`src/rtl/infix2postfix_stream.sv`:
```
// Streaming shunting-yard converter: infix characters in, space-separated
// postfix characters out, each expression closed by an 8'h00 terminator.
// A single output register plus a one-byte pending slot lets a token be
// preceded by its separator space without stalling the state machine.
module infix2postfix_stream #(
    parameter int STACK_DEPTH = 16
) (
    input  logic       clk,
    input  logic       rst,
    input  logic       in_valid,
    output logic       in_ready,
    input  logic [7:0] in_char,
    input  logic       in_last,
    output logic       out_valid,
    input  logic       out_ready,
    output logic [7:0] out_char,
    output logic       out_last,
    output logic       error,
    output logic       busy
);
    localparam int SPW = $clog2(STACK_DEPTH + 1);
    localparam int IW  = (STACK_DEPTH > 1) ? $clog2(STACK_DEPTH) : 1;

    typedef enum logic [2:0] {S_IDLE, S_RUN, S_POP, S_FLUSH, S_TERM, S_DRAIN} state_t;
    typedef enum logic [1:0] {OP_PLUS, OP_MUL, OP_LPAREN, OP_RPAREN} op_t;

    state_t         state, next_state;
    op_t            stack [STACK_DEPTH];
    logic [SPW-1:0] sp;
    logic [IW-1:0]  wr_idx, top_idx;
    op_t            top, in_op, cur_op, n_cur_op, push_val;
    logic           stack_full, stack_empty, top_is_op;

    logic           expect_operand, in_num, need_sep, saw_digit, last_seen;
    logic           e_expect, e_in_num, e_need_sep, e_saw;
    logic           n_expect, n_in_num, n_need_sep, n_saw, n_last;
    logic           pend_valid;
    logic [7:0]     pend_char;
    logic           out_free, can_emit, accept, is_digit;
    logic           emit1, emit2, emit_last;
    logic [7:0]     emit_c1, emit_c2;
    logic           push, pop, clear_stack, set_err, clr_err, bad, bad_final;

    function automatic logic [7:0] op_char(input op_t op);
        return (op == OP_MUL) ? "*" : "+";
    endfunction

    // '*' binds tighter than '+'; equal precedence pops too (left-assoc)
    function automatic logic prec_ge(input op_t stacked, input op_t incoming);
        return (stacked == OP_MUL) || (incoming == OP_PLUS);
    endfunction

    assign wr_idx      = sp[IW-1:0];
    assign top_idx     = wr_idx - IW'(1);
    assign top         = stack[top_idx];
    assign stack_full  = (sp == SPW'(STACK_DEPTH));
    assign stack_empty = (sp == '0);
    assign top_is_op   = !stack_empty && (top == OP_PLUS || top == OP_MUL);
    assign in_op       = (in_char == "*") ? OP_MUL : OP_PLUS;
    assign is_digit    = (in_char >= "0") && (in_char <= "9");

    assign out_free = !out_valid || out_ready;
    assign can_emit = out_free && !pend_valid;
    assign in_ready = !rst && ((((state == S_IDLE) || (state == S_RUN)) && can_emit) ||
                               (state == S_DRAIN));
    assign accept   = in_valid && in_ready;
    assign busy     = (state != S_IDLE);

    // State register
    always_ff @(posedge clk) begin
        if (rst) state <= S_IDLE;
        else     state <= next_state;
    end

    // Next-state, token handling, stack control and output byte selection
    always_comb begin
        e_expect   = (state == S_IDLE) ? 1'b1 : expect_operand;
        e_in_num   = (state == S_IDLE) ? 1'b0 : in_num;
        e_need_sep = (state == S_IDLE) ? 1'b0 : need_sep;
        e_saw      = (state == S_IDLE) ? 1'b0 : saw_digit;
        next_state = state;
        n_expect   = e_expect;
        n_in_num   = e_in_num;
        n_need_sep = e_need_sep;
        n_saw      = e_saw;
        n_cur_op   = cur_op;
        n_last     = last_seen;
        emit1      = 1'b0;
        emit2      = 1'b0;
        emit_c1    = 8'h00;
        emit_c2    = 8'h00;
        emit_last  = 1'b0;
        push       = 1'b0;
        pop        = 1'b0;
        push_val   = OP_PLUS;
        clear_stack = 1'b0;
        set_err    = 1'b0;
        clr_err    = 1'b0;
        bad        = 1'b0;
        bad_final  = 1'b0;
        case (state)
            S_IDLE, S_RUN: begin
                if (accept) begin
                    if (state == S_IDLE) begin
                        clr_err    = 1'b1;
                        next_state = S_RUN;
                    end
                    n_last    = in_last;
                    bad_final = in_last;
                    if (is_digit) begin
                        if (!e_expect && !e_in_num) begin
                            bad = 1'b1;
                        end else begin
                            n_saw      = 1'b1;
                            n_expect   = 1'b0;
                            n_in_num   = 1'b1;
                            n_need_sep = 1'b1;
                            emit1      = 1'b1;
                            if (!e_in_num && e_need_sep) begin
                                emit_c1 = " ";
                                emit2   = 1'b1;
                                emit_c2 = in_char;
                            end else begin
                                emit_c1 = in_char;
                            end
                        end
                    end else if (in_char == " ") begin
                        if (!e_expect) n_in_num = 1'b0;
                    end else if (in_char == "-") begin
                        if (!e_expect || e_in_num) begin
                            bad = 1'b1;
                        end else begin
                            n_in_num   = 1'b1;
                            n_need_sep = 1'b1;
                            emit1      = 1'b1;
                            if (e_need_sep) begin
                                emit_c1 = " ";
                                emit2   = 1'b1;
                                emit_c2 = "-";
                            end else begin
                                emit_c1 = "-";
                            end
                        end
                    end else if (in_char == "+" || in_char == "*") begin
                        if (e_expect) begin
                            bad = 1'b1;
                        end else begin
                            n_in_num = 1'b0;
                            n_expect = 1'b1;
                            if (top_is_op && prec_ge(top, in_op)) begin
                                n_cur_op   = in_op;
                                next_state = S_POP;
                            end else if (stack_full) begin
                                bad = 1'b1;
                            end else begin
                                push     = 1'b1;
                                push_val = in_op;
                            end
                        end
                    end else if (in_char == "(") begin
                        if (!e_expect || e_in_num || stack_full) begin
                            bad = 1'b1;
                        end else begin
                            push     = 1'b1;
                            push_val = OP_LPAREN;
                        end
                    end else if (in_char == ")") begin
                        if (e_expect || stack_empty) begin
                            bad = 1'b1;
                        end else begin
                            n_in_num = 1'b0;
                            if (top == OP_LPAREN) begin
                                pop = 1'b1;
                            end else begin
                                n_cur_op   = OP_RPAREN;
                                next_state = S_POP;
                            end
                        end
                    end else begin
                        bad = 1'b1;
                    end
                    if (!bad && in_last) begin
                        if (n_expect || !n_saw) bad = 1'b1;
                        else if (next_state != S_POP) next_state = S_FLUSH;
                    end
                end
            end
            S_POP: begin
                bad_final = last_seen;
                if (can_emit) begin
                    if (cur_op == OP_RPAREN) begin
                        if (stack_empty) begin
                            bad = 1'b1;
                        end else if (top == OP_LPAREN) begin
                            pop        = 1'b1;
                            next_state = last_seen ? S_FLUSH : S_RUN;
                        end else begin
                            pop     = 1'b1;
                            emit1   = 1'b1;
                            emit_c1 = " ";
                            emit2   = 1'b1;
                            emit_c2 = op_char(top);
                        end
                    end else if (top_is_op && prec_ge(top, cur_op)) begin
                        pop     = 1'b1;
                        emit1   = 1'b1;
                        emit_c1 = " ";
                        emit2   = 1'b1;
                        emit_c2 = op_char(top);
                    end else if (stack_full) begin
                        bad = 1'b1;
                    end else begin
                        push       = 1'b1;
                        push_val   = cur_op;
                        next_state = S_RUN;
                    end
                end
            end
            S_FLUSH: begin
                bad_final = 1'b1;
                if (can_emit) begin
                    if (stack_empty) begin
                        next_state = S_TERM;
                    end else if (top == OP_LPAREN) begin
                        bad = 1'b1;
                    end else begin
                        pop     = 1'b1;
                        emit1   = 1'b1;
                        emit_c1 = " ";
                        emit2   = 1'b1;
                        emit_c2 = op_char(top);
                    end
                end
            end
            S_TERM: begin
                clear_stack = 1'b1;
                if (out_valid && out_last) begin
                    if (out_ready) next_state = S_IDLE;
                end else if (can_emit) begin
                    emit1     = 1'b1;
                    emit_c1   = 8'h00;
                    emit_last = 1'b1;
                end
            end
            S_DRAIN: begin
                if (accept && in_last) next_state = S_TERM;
            end
            default: next_state = S_IDLE;
        endcase
        if (bad) begin
            emit1       = 1'b0;
            emit2       = 1'b0;
            push        = 1'b0;
            pop         = 1'b0;
            set_err     = 1'b1;
            clear_stack = 1'b1;
            next_state  = bad_final ? S_TERM : S_DRAIN;
        end
    end

    // Output register with one-byte pending slot for the separator case
    always_ff @(posedge clk) begin
        if (rst) begin
            out_valid  <= 1'b0;
            out_char   <= 8'h00;
            out_last   <= 1'b0;
            pend_valid <= 1'b0;
            pend_char  <= 8'h00;
        end else begin
            if (out_valid && out_ready) begin
                out_valid <= 1'b0;
                out_last  <= 1'b0;
            end
            if (pend_valid && out_free) begin
                out_valid  <= 1'b1;
                out_char   <= pend_char;
                pend_valid <= 1'b0;
            end
            if (emit1) begin
                out_valid <= 1'b1;
                out_char  <= emit_c1;
                out_last  <= emit_last;
            end
            if (emit2) begin
                pend_valid <= 1'b1;
                pend_char  <= emit_c2;
            end
        end
    end

    // Operator stack ('+', '*', '(')
    always_ff @(posedge clk) begin
        if (rst || clear_stack) begin
            sp <= '0;
        end else if (push) begin
            stack[wr_idx] <= push_val;
            sp            <= sp + SPW'(1);
        end else if (pop) begin
            sp <= sp - SPW'(1);
        end
    end

    // Per-expression parse context and sticky error flag
    always_ff @(posedge clk) begin
        if (rst) begin
            expect_operand <= 1'b1;
            in_num         <= 1'b0;
            need_sep       <= 1'b0;
            saw_digit      <= 1'b0;
            last_seen      <= 1'b0;
            cur_op         <= OP_PLUS;
            error          <= 1'b0;
        end else begin
            expect_operand <= n_expect;
            in_num         <= n_in_num;
            need_sep       <= n_need_sep;
            saw_digit      <= n_saw;
            last_seen      <= n_last;
            cur_op         <= n_cur_op;
            if (clr_err) error <= 1'b0;
            if (set_err) error <= 1'b1;
        end
    end
endmodule

```
`config.mk`:
```
export PLATFORM = sky130hd
export DESIGN_NAME = infix2postfix_stream
export DESIGN_NICKNAME = d
export VERILOG_FILES = /design/src/rtl/infix2postfix_stream.sv
export SDC_FILE = /design/constraint.sdc
export NUM_CORES = 1
export LEC_CHECK = 0
export CAP_MARGIN = 20
export CORE_UTILIZATION = 50
export CTS_BUF_LIST = sky130_fd_sc_hd__clkbuf_16
export DETAILED_ROUTE_END_ITERATION = 6
export PLACE_DENSITY = 0.69
export SETUP_SLACK_MARGIN = 0.1
export SLEW_MARGIN = 30
export SYNTH_ARGS = -nofsm -noshare
export SYNTH_HDL_FRONTEND = slang
export SYNTH_SLANG_ARGS = --single-unit
```
`constraint.sdc`:
```
create_clock -name clk -period 7 [get_ports clk]
set_clock_uncertainty 0.1 [all_clocks]
set_input_delay 1.4 -clock clk [delete_from_list [all_inputs] [get_ports clk]]
set_output_delay 1.4 -clock clk [all_outputs]
set_load 0.02 [all_outputs]
```
* Word-level counts from Yosys, hierarchy flattened
Memory sizes are Yosys's and may differ from the RTL's.
Index checks and enable logic that the tools add are counted.
** Word-level totals
- Register bits after elaboration :: 35
- Bits in latches :: 0
- Memory bits (writable) :: 32
- Memory bits (read-only) :: 0
- Word-level logic and storage cells :: 335
- Memories kept :: 1
** Memories
- stack :: depth 16, bits a word 2, read ports 1, clocked after memory_dff 0, wr ports 1, RTL line 28 : op_t stack [STACK_DEPTH];
** Operators by class
- $add $sub $neg :: 3
- $mul :: 0
- Divide/modulo/power cells :: 0
- $lt $le $gt $ge :: 2
- Equal/unequal tests :: 32
- Shifts and indexed selects :: 0
- Multiplexer cells :: 228
- Bitwise logic cells :: 3
- Reductions and logical operators :: 52
** Operator list (number)
- $mux W1 :: 138
- $mux W6 :: 19
- $mux W3 :: 29
- $mux W8 :: 10
- $eq A8 B6 Y1 const B :: 6
- $pmux W8 S3 :: 2
- $mux W2 :: 19
- $reduce_and A11 Y1 :: 2
- $ne A3 B3 Y1 const B :: 6
- $ne A4 B4 Y1 const B :: 4
- $logic_and A1 B1 Y1 :: 15
- $pmux W3 S5 :: 1
- $logic_or A1 B1 Y1 :: 12
- $pmux W1 S3 :: 4
- $reduce_bool A2 Y1 :: 6
- $mux W5 :: 2
- $ge A8 B6 Y1 const B :: 1
- $le A8 B6 Y1 const B :: 1
- $logic_not A1 Y1 :: 8
- $ne A2 B2 Y1 const B :: 4
- $eq A3 B2 Y1 const B :: 2
- $eq A3 B3 Y1 const B :: 2
- $logic_not A2 Y1 :: 3
- $ne A3 B2 Y1 const B :: 2
- 18 further kinds :: 22

* Logic depth before layout (Yosys ltp)
Gate-level depths: netlist of the first run.
An unclocked memory read counts as a cell.
- Word-level depth :: 23
- Gate-level depth with buffers :: 20

* Worst setup path before layout of the first run
Ideal clock, no wire load.
- Path kind :: register to register
- From :: register sp[0]
- To :: register sp[4]
- Library setup time :: 0.120 ns
- Arrival :: 4.631 ns
- Required time :: 6.780 ns
- Setup slack :: 2.150 ns
- Cell stages (with the launch flop) :: 20
- Path buffers :: 2
- Period minus slack after synthesis :: 4.850 ns
- Cell sequence :: dfxtp_1 buf_2 inv_1 ha_1 clkbuf_1 mux4_2 mux4_2 inv_1 ha_1 nor3b_1 a2111o_1 a31oi_1 nand3_1 nand3_1 fa_1 a21o_1 a21oi_1 mux2i_1 a31o_2 a21oi_1
** Between the ends
- Word-level cells in the longest chain between the ends :: 21
** Ends and longest elaborated chain
- start: declaration :: RTL line 29 : logic [SPW-1:0] sp;
- start signal: assignment :: RTL line 297 : sp <= sp + SPW'(1);
- start signal: assignment :: RTL line 299 : sp <= sp - SPW'(1);
- $sub A4 B1 Y4 (*) :: RTL line 54 : assign top_idx = wr_idx - IW'(1);
- via top_idx[0] :: RTL line 30 : logic [IW-1:0] wr_idx, top_idx;
- $mem_v2 Z16 W2 (*)
- $eq A2 B1 Y1 or $logic_not A2 Y1 (tied branches) :: RTL line 50, 58
- $logic_or A1 B1 Y1 :: RTL line 58 : assign top_is_op = !stack_empty && (top == OP_PLUS || top == OP_MUL);
- $logic_and A1 B1 Y1 :: RTL line 58
- $logic_and A1 B1 Y1 :: RTL line 150 : if (top_is_op && prec_ge(top, in_op)) begin
- $mux W1 :: RTL line 150
- [... 6 more ...]
- $mux W1 :: RTL line 101 : case (state)
- $logic_not A1 Y1 :: RTL line 182 : if (!bad && in_last) begin
- $logic_and A1 B1 Y1 :: RTL line 182
- $mux W1 :: RTL line 182
- $mux W1 :: RTL line 103 : if (accept) begin
- $pmux W1 S3 :: RTL line 101
- $mux W1 :: RTL line 250 : if (bad) begin
- $mux W5 (tied with other cells) :: RTL line 295 : end else if (push) begin
Mark *: on every way through the listed nets, which the timed path passes. The rest lies on a longest branch. The select of a mux whose other input is x is not followed.
A chain may end at the register's enable or synchronous reset.

* Final worst setup path of the first run
Same ends and word-level chain as after synthesis.

==> summary.md, run 1 <==
| Metric | Value |
|---|---|
| Path class of the lowest-slack min-delay path | reg2reg |
| Wirelength per Cell | approximately 18 um |
| Maximum vdd drop | 0.000148 V |
| Initial core utilization | approximately 52% |
| Post-synthesis sequential area ratio | 41.6% |
| Timing startpoint of the critical path | sp[0]$_SDFFE_PP0P_ |
| Max-slew violation count | 0 |
| Measured slew at the worst slew-check pin | 0.761 ns |
| Slew margin rel. | 49.2% |
| RSZ-0062 raised after global routing | no |
| Clock Tree Buf Depth | 2 |
| Die outline width | 91.3 um |
| Post-CTS Resized | 0 |
| Pre-CTS setup slack | 1.59 ns |
| Vias post-DR | 3266 |
| Post-layout min period | 5.43 ns |
| Layout cell share with drive strength beyond 1 | 10.0% |
| Top achievable clock speed | ~180 MHz |
| Post-synthesis cell area | 3990 um2 |
| Total global routing overflow | 0 |
| Number of global-route vias before repair | 3091 |
| Total clock buffers created by CTS | 9 |
| Setup slack, reg-to-reg | 1.57 ns |
| Capturing element type of the critical path | flop |
| Dominant register cell in the synthesized netlist | sky130_fd_sc_hd__dfxtp_1 |
| # port buffers | 25 |
| Number of clock sinks | 67 |
| Net total in the final layout | 440 |
| Top delay family on crit path | adder cells |
| Area of the die | between 8000 and 9000 um2 |
| Worst-path fanout max | 15 |
| Reported leakage power | 1.64 nW |
| Async set-or-reset flop fraction in the synthesized netlist | 0% |
| CP required | ~7.2 ns |
| Crit Reg-Reg Startpoint | sp[0]$_SDFFE_PP0P_ |
| Antenna diodes | 0 |
| Depth of the critical timing path with buffers and inverters included | 17 |
| Layout overhead on the synthesized area | 15.0% |
| Part of the cycle the worst path needs | 77.6% |
| Placed wire-length estimate | between 6 and 7 mm |
| Pwr per Cell Area | 269 nW/um2 |
| Total placed instance area | 4280 um2 |
| Worst-Skew Late Latency | between 0.3 and 0.4 ns |
| Sum of routed wire length over all layers | 9.37 mm |
| Number of nets produced by synthesis | 427 |
| Startpoint type of the worst setup path | flop |
| Data arrival time of the worst path | 5.60 ns |
| Final cell count without fillers | 522 |
| Total instance count after detailed placement | 506 |
| Post-route design area | 4590 um2 |
| Core Area | between 7000 and 8000 um2 |
| Routed vias/inst | 6.26 |
| Destination of the worst register-to-register timing path | sp[4]$_SDFFE_PP0P_ |
| Total number of yosys warnings | 0 |
| Row Count | 32 |
| GRT Util Overall | 24.4% |
| Count of unique library cells instantiated by Yosys | 68 |
| Largest stage delay, worst path | 0.81 ns |
| Wire length of the first global-routing pass | about 16 mm |
| CTS tree | done |
| Maximum capacitance violations | 0 |
| Sum of negative setup slack | 0 ns |
| Clock root buffer master | sky130_fd_sc_hd__clkbuf_16 |
| Total number of H-tree levels | 3 |
| Hold bufs inserted after CTS | 0 |
| First-pass detailed-route iteration total | 5 |
| GP Congestion | 0.860 |
| Chip Height | about 90 um |
| Worst setup endpoint | sp[4]$_SDFFE_PP0P_ |
| Largest net degree at the start of global routing | 32 |
| Count of boundary I/O pins | 26 |
| Cell breakdown of the critical path | inv_1 > ha_1 > mux4_2 > mux4_2 > inv_1 > ha_1 > nor3b_1 > a2111o_1 > a31oi_1 > nand3_1 > nand3_1 > fa_1 > a21o_1 > a21oi_1 > mux2i_1 > nand4_1 > a21oi_1 |
| Drt initial violations | 314 |
| Cell count after synthesis | 402 |
| Logic depth of the worst register-to-register path | 17 |
| Clock transition at the register clock pins on the worst setup and hold paths after CTS | around 0.06 ns |
| Post-detailed-route DRC marker count | 0 |
| Post-synth EDFFs | 32 |
| Hold Fails Final Rpt | 0 |
| DRT antenna net count | 0 |
| Final setup viols | 0 |
| Start-to-end type of the worst setup path | reg2reg |
| CP bufs+invs | 2 |
| Outcome | finished clean |
| Master of the slowest instance on the critical path | sky130_fd_sc_hd__dfxtp_1 |
| Number of flip-flops and latches in the synthesized netlist | 67 |
| Post-CTS setup-driven buffer insertion count | 0 |
| Synthesized area divided by synthesized cell count | 9.93 um2 |
| Number of antenna violations at the first check in global routing | 0 |
| Least setup slack across all paths after layout | 1.57 ns |
-- cells by family (layout without fill, tap and decap cells) --
kind of cell | after synthesis | after routing | share of synthesized area (%)
multiplexers | 14 | 14 | 6.65
AND/OR/NAND/NOR | 170 | 170 | 25.0
XOR/XNOR | 5 | 5 | 1.10
adder cells (fa/ha/maj) | 12 | 12 | 3.95
buffers and inverters | 36 | 54 | 3.67
flip-flops | 67 | 67 | 41.6
AO/OA/AOI/OAI | 98 | 98 | 18.0
-- registers in the layout, summed over array words and instances, names as in the netlist, 2 cells and up --
signal and cells:
state 3, cur_op 2, sp 5, out_char 8
stack 32, pend_char 8
-- metrics by stage --
stage / total power [mW] / hold WS (ns) / utilization (%)
CTS: 1.24 / 0.358 / 59.4
finish: 1.24 / 0.356 / 59.4
detailed placement: 0.765 / 0.351 / 55.4
global route: 1.29 / 0.378 / 59.4
global placement: 0.762 / 0.344 / 55.4
floorplan: 0.685 / 0.337 / -
-- cell usage after synthesis (3+ instances only) --
| cell type | n | area, um2 |
|---|---|---|
| sky130_fd_sc_hd__nor2_1 | 41 | 154 |
| sky130_fd_sc_hd__dfxtp_1 | 35 | 701 |
| sky130_fd_sc_hd__edfxtp_1 | 32 | 961 |
| sky130_fd_sc_hd__nand2_1 | 32 | 120 |
| sky130_fd_sc_hd__a21oi_1 | 30 | 150 |
| sky130_fd_sc_hd__clkbuf_1 | 15 | 56.3 |
| sky130_fd_sc_hd__nand3_1 | 14 | 70.1 |
| sky130_fd_sc_hd__and2_1 | 13 | 81.3 |
| sky130_fd_sc_hd__ha_1 | 11 | 138 |
| sky130_fd_sc_hd__nor3_1 | 11 | 55.1 |
| sky130_fd_sc_hd__inv_1 | 10 | 37.5 |
| sky130_fd_sc_hd__mux4_2 | 10 | 225 |
| sky130_fd_sc_hd__o21ai_0 | 10 | 50.1 |
| sky130_fd_sc_hd__and4_1 | 8 | 70.1 |
| sky130_fd_sc_hd__buf_2 | 8 | 40.0 |
| sky130_fd_sc_hd__nand2b_1 | 7 | 43.8 |
| sky130_fd_sc_hd__nand4_1 | 7 | 43.8 |
| sky130_fd_sc_hd__a211oi_1 | 6 | 45.0 |
| sky130_fd_sc_hd__a21o_1 | 6 | 45.0 |
| sky130_fd_sc_hd__a31oi_1 | 5 | 31.3 |
| sky130_fd_sc_hd__nor2b_1 | 5 | 31.3 |
| sky130_fd_sc_hd__o21a_1 | 5 | 37.5 |
| sky130_fd_sc_hd__xnor2_1 | 5 | 43.8 |
| sky130_fd_sc_hd__a221o_1 | 4 | 40.0 |
| sky130_fd_sc_hd__and3_1 | 4 | 25.0 |
| sky130_fd_sc_hd__mux2i_1 | 4 | 40.0 |
| sky130_fd_sc_hd__nor3b_1 | 4 | 30.0 |
| sky130_fd_sc_hd__nor4_1 | 4 | 25.0 |
| sky130_fd_sc_hd__o211ai_1 | 4 | 30.0 |
| sky130_fd_sc_hd__o22ai_1 | 4 | 25.0 |
| sky130_fd_sc_hd__a311oi_1 | 3 | 26.3 |
-- placed cells by master, fill, tap and decap left out, drive strengths merged, types with 3 or more instances in the layout --
master / netlist / layout
mux4: 10 / 10
o211ai: 4 / 4
ha: 11 / 11
a221o: 4 / 4
nand2: 32 / 32
a2111oi: 4 / 4
a31oi: 5 / 5
clkinv: 0 / 3
nand4: 7 / 7
clkdlybuf4s50: 0 / 25
a311oi: 3 / 3
nor3: 12 / 12
o21a: 5 / 5
nand2b: 7 / 7
and4: 9 / 9
a211oi: 7 / 7
nor3b: 5 / 5
nand3: 14 / 14
clkbuf: 16 / 9
mux2i: 4 / 4
a21oi: 31 / 31
o22ai: 4 / 4
a21o: 6 / 6
dfxtp: 35 / 35
and3: 4 / 4
and2: 13 / 13
xnor2: 5 / 5
inv: 11 / 13
o21ai: 10 / 10
edfxtp: 32 / 32
nor2: 41 / 41
nor2b: 5 / 5
nor4b: 5 / 5
nor4: 5 / 5
-- power by group --
group / total (mW) / switching [mW] / internal (mW)
Combinational: 0.306 / 0.183 / 0.123
Clock: 0.471 / 0.164 / 0.308
Sequential: 0.459 / 0.0359 / 0.423
Total: 1.24 / 0.382 / 0.854
-- cell type report --
type	count	area (um2)
Sequential cell	67	1660
Multi-Input combinational cell	299	2180
Fill cell	619	3140
Clock inverter	7	85.1
Clock buffer	9	225
Timing Repair Buffer	27	265
Inverter	11	41.3
Tap cell	102	128
-- how the worst min path moves through the flow --
stage                                    from                  endpoint  slack [ns]  cells past startpoint
global placement     out_char[7]$_SDFFE_PP0P_  out_char[7]$_SDFFE_PP0P_        0.34                      2
finish               out_char[6]$_SDFFE_PP0P_  out_char[6]$_SDFFE_PP0P_        0.36                      2
floorplan           pend_char[6]$_SDFFE_PP0P_  out_char[6]$_SDFFE_PP0P_        0.34                      2
CTS                  out_char[6]$_SDFFE_PP0P_  out_char[6]$_SDFFE_PP0P_        0.36                      2
detailed placement   out_char[6]$_SDFFE_PP0P_  out_char[6]$_SDFFE_PP0P_        0.35                      2
global route         out_char[6]$_SDFFE_PP0P_  out_char[6]$_SDFFE_PP0P_        0.38                      2
-- per-layer routing --
layer / wire [um] / global-route usage (%)
met5: 0 / 0
met2: 4000 / 33.5
met3: 674 / 4.94
met1: 4520 / 37.0
met4: 177 / 10.2
-- worst reg2reg max path, stage by stage (launching register included) --
cell and delay, ns:
sky130_fd_sc_hd__dfxtp_1 0.81, sky130_fd_sc_hd__inv_1 0.22, sky130_fd_sc_hd__ha_1 0.55, sky130_fd_sc_hd__mux4_2 0.36, sky130_fd_sc_hd__mux4_2 0.51, sky130_fd_sc_hd__inv_1 0.10, sky130_fd_sc_hd__ha_1 0.19, sky130_fd_sc_hd__nor3b_1 0.47
sky130_fd_sc_hd__a2111o_1 0.18, sky130_fd_sc_hd__a31oi_1 0.11, sky130_fd_sc_hd__nand3_1 0.23, sky130_fd_sc_hd__nand3_1 0.23, sky130_fd_sc_hd__fa_1 0.46, sky130_fd_sc_hd__a21o_1 0.17, sky130_fd_sc_hd__a21oi_1 0.17, sky130_fd_sc_hd__mux2i_1 0.25
sky130_fd_sc_hd__nand4_1 0.11, sky130_fd_sc_hd__a21oi_1 0.16
No activity file was read; power rests on OpenSTA's default activity.
==> run 2: changes to the inputs <==
--- a/config.mk
+++ b/config.mk
@@ -9,7 +9,7 @@
 export CORE_UTILIZATION = 50
 export CTS_BUF_LIST = sky130_fd_sc_hd__clkbuf_16
 export DETAILED_ROUTE_END_ITERATION = 6
-export PLACE_DENSITY = 0.69
+export PLACE_DENSITY = 0.72
 export SETUP_SLACK_MARGIN = 0.1
 export SLEW_MARGIN = 30
 export SYNTH_ARGS = -nofsm -noshare
==> constraint.sdc (replaced) <==
create_clock -name clk -period 4.4 [get_ports clk]
set_clock_uncertainty 0.1 [all_clocks]
set_input_delay 0.88 -clock clk [delete_from_list [all_inputs] [get_ports clk]]
set_output_delay 0.88 -clock clk [all_outputs]
set_load 0.02 [all_outputs]
==> summary.md, run 2 (same netlist as run 1, synthesis figures left out) <==
| Metric | Value |
|---|---|
| Outcome | finished clean |
| Cell internal power dissipation | about 1.3 mW |
| Row Count | 32 |
| Number of clock sinks | 67 |
| Post-layout min period | 4.10 ns |
| Count of boundary I/O pins | 26 |
| Total global routing overflow | 0 |
| Share of total power in the clock network | 33.4% |
| First-pass detailed-route iteration total | 6 |
| Worst hold path endpoint | out_char[6]$_SDFFE_PP0P_ |
| Measured slew at the worst slew-check pin | between 0.7 and 0.8 ns |
| CP required | 4.51 ns |
| Clock transition at the register clock pins on the worst setup and hold paths after CTS | 0.06 ns |
| Capturing element type of the critical path | flop |
| Net Sw Power | 640 uW |
| GP Congestion | 0.884 |
| Number of antenna violations at the first check in global routing | 0 |
| Sequential power share | 37.1% |
| Timing startpoint of the critical path | sp[0]$_SDFFE_PP0P_ |
| Initial core utilization | 51.7% |
| Net total in the final layout | ~470 |
| Worst-path fanout max | 8 |
| Antenna diodes | 0 |
| CTS tree | done |
| Hold path depth | 2 |
| Hold Fails Final Rpt | 0 |
| Logic gate share of total power | 29.5% |
| RSZ-0062 raised after global routing | no |
| Crit Reg-Reg Startpoint | sp[0]$_SDFFE_PP0P_ |
| Wire length of the first global-routing pass | 16.9 mm |
| Sum of negative setup slack | 0 ns |
| Clock root buffer master | sky130_fd_sc_hd__clkbuf_16 |
| Core Area | around 7700 um2 |
| Vias post-DR | 3425 |
| Commonest cells after routing, fill and taps aside | sky130_fd_sc_hd__nor2_1 (40), sky130_fd_sc_hd__dfxtp_1 (34), sky130_fd_sc_hd__nand2_1 (32), sky130_fd_sc_hd__edfxtp_1 (32), sky130_fd_sc_hd__a21oi_1 (28) |
| Chip Height | between 90 and 100 um |
| Layout cell share with drive strength beyond 1 | 18.9% |
| Max-slew violation count | 0 |
| Area of the multi-input gates | 2260 um2 |
| Largest registers ranked by flip-flop count | stack x32, out_char x8, pend_char x8 |
| Largest register by flop count | stack |
| Setup slack, reg-to-reg | 0.30 ns |
| Slew margin rel. | 49.8% |
| Maximum vdd drop | approximately 0.0003 V |
| Start-to-end type of the worst setup path | reg2reg |
| Drt initial violations | 305 |
| Destination of the worst register-to-register timing path | sp[4]$_SDFFE_PP0P_ |
| Sum of routed wire length over all layers | 10.1 mm |
| Placed wire-length estimate | 7.21 mm |
| Post-detailed-route DRC marker count | 0 |
| Part of the cycle the worst path needs | between 90% and 100% |
| Data arrival time of the worst path | 4.21 ns |
| Clock Tree Buf Depth | 2 |
| Wirelength per Cell | around 18 um |
| Total clock buffers created by CTS | 9 |
| Largest net degree at the start of global routing | 31 |
| Layout overhead on the synthesized area | 20.7% |
| Flip-flop count of the largest register, all copies and words added | 32 |
| Path class of the lowest-slack min-delay path | reg2reg |
| Top achievable clock speed | 244 MHz |
| Most common cell after layout, fill and taps aside | sky130_fd_sc_hd__nor2_1 |
| Final setup viols | 0 |
| Switching Share | 33.1% |
| Number of global-route vias before repair | roughly 3200 |
| DRT antenna net count | 0 |
| Startpoint type of the worst setup path | flop |
| Hold bufs inserted after CTS | 0 |
| Maximum capacitance violations | 0 |
| # port buffers | 25 |
| Hold_ws | 0.354 ns |
| Die outline width | 91.3 um |
| Pwr per Cell Area | 401 nW/um2 |
| GRT Util Overall | 26.0% |
| Worst-Skew Late Latency | 0.33 ns |
| Reported leakage power | ~1.7 nW |
| Total number of H-tree levels | 3 |
| Routed vias/inst | 6.26 |
| Logic depth of the worst register-to-register path | 17 |
| Register area | approximately 1700 um2 |
| Hold Startpoint | out_char[6]$_SDFFE_PP0P_ |
| Area of the die | 8340 um2 |
| Final-layout fill cell count | 644 |
[run 2: cell count changes in the layout (fill, tap and decap cells not counted), sizes merged]
cell      previous run  this run
buf                  2        27
bufinv               2         0
clkinvlp             0         2
[run 2: cell type report]
class | instances | area share (%)
Clock buffer | 9 | 4.67
Tap cell | 102 | 2.65
Multi-Input combinational cell | 299 | 46.9
Timing Repair Buffer | 52 | 9.48
Clock inverter | 7 | 0.935
Sequential cell | 67 | 34.5
Inverter | 11 | 0.857
[run 2: power by group through the flow]
stage               Combinational (mW)  Clock [mW]  Sequential [mW]
floorplan                        0.379           0            0.719
global placement                 0.529           0            0.726
detailed placement               0.538           0            0.727
CTS                              0.551       0.652            0.715
global route                     0.610       0.678            0.723
finish                           0.571       0.646            0.717
[run 2: through the flow]
stage          total power [mW]  utilization, %  setup slack, ns  cell area [um2]  instances
6_report                   1.93            62.4            0.299             4820        547
3_5_place_dp               1.26            58.0           0.0373             4480        529
3_3_place_gp               1.26            58.0            0.158             4480        529
4_1_cts                    1.92            61.6            0.128             4760        545
5_1_grt                    2.01            62.4           0.0830             4820        547
2_1_floorplan              1.10               -            0.118             4030        402
[run 2: worst max path at each step]
stage                             to  depth (start not counted)
3_5_place_dp      sp[4]$_SDFFE_PP0P_                         13
4_1_cts           sp[4]$_SDFFE_PP0P_                         16
2_1_floorplan     sp[4]$_SDFFE_PP0P_                         18
5_1_grt        stack[3][1]$_DFFE_PP_                         13
3_3_place_gp      sp[4]$_SDFFE_PP0P_                         13
6_report          sp[4]$_SDFFE_PP0P_                         17
[run 2: routing by layer]
metal / vias up / global-route usage (%) / share of wire (%)
li1: 1611 / - / -
met1: 1658 / 40.5 / 49
met2: 140 / 35.7 / 43
met3: 16 / 5.36 / 7.4
met4: 0 / 7.80 / 1.2
met5: - / 0 / 0
[run 2: critical path, stage by stage (launching register included)]
cell and delay (ns):
sky130_fd_sc_hd__dfxtp_2 0.33, sky130_fd_sc_hd__inv_1 0.09, sky130_fd_sc_hd__ha_4 0.34, sky130_fd_sc_hd__mux4_2 0.32
sky130_fd_sc_hd__mux4_2 0.53, sky130_fd_sc_hd__inv_2 0.11, sky130_fd_sc_hd__ha_2 0.19, sky130_fd_sc_hd__nor3b_4 0.26
sky130_fd_sc_hd__o21a_1 0.23, sky130_fd_sc_hd__nor4_4 0.07, sky130_fd_sc_hd__a21o_1 0.20, sky130_fd_sc_hd__nand3_2 0.11
sky130_fd_sc_hd__ha_1 0.27, sky130_fd_sc_hd__a21o_1 0.20, sky130_fd_sc_hd__a21oi_2 0.16, sky130_fd_sc_hd__mux2i_2 0.25
sky130_fd_sc_hd__a31o_2 0.18, sky130_fd_sc_hd__a21oi_1 0.05
[run 2: timing repair]
action | in CTS | in global routing
setup buffers | 0 | 2
gates resized for setup | 2 | 12
endpoints found under the setup margin | 1 | 25
gates cloned | 0 | 0
pin swaps | 0 | 3
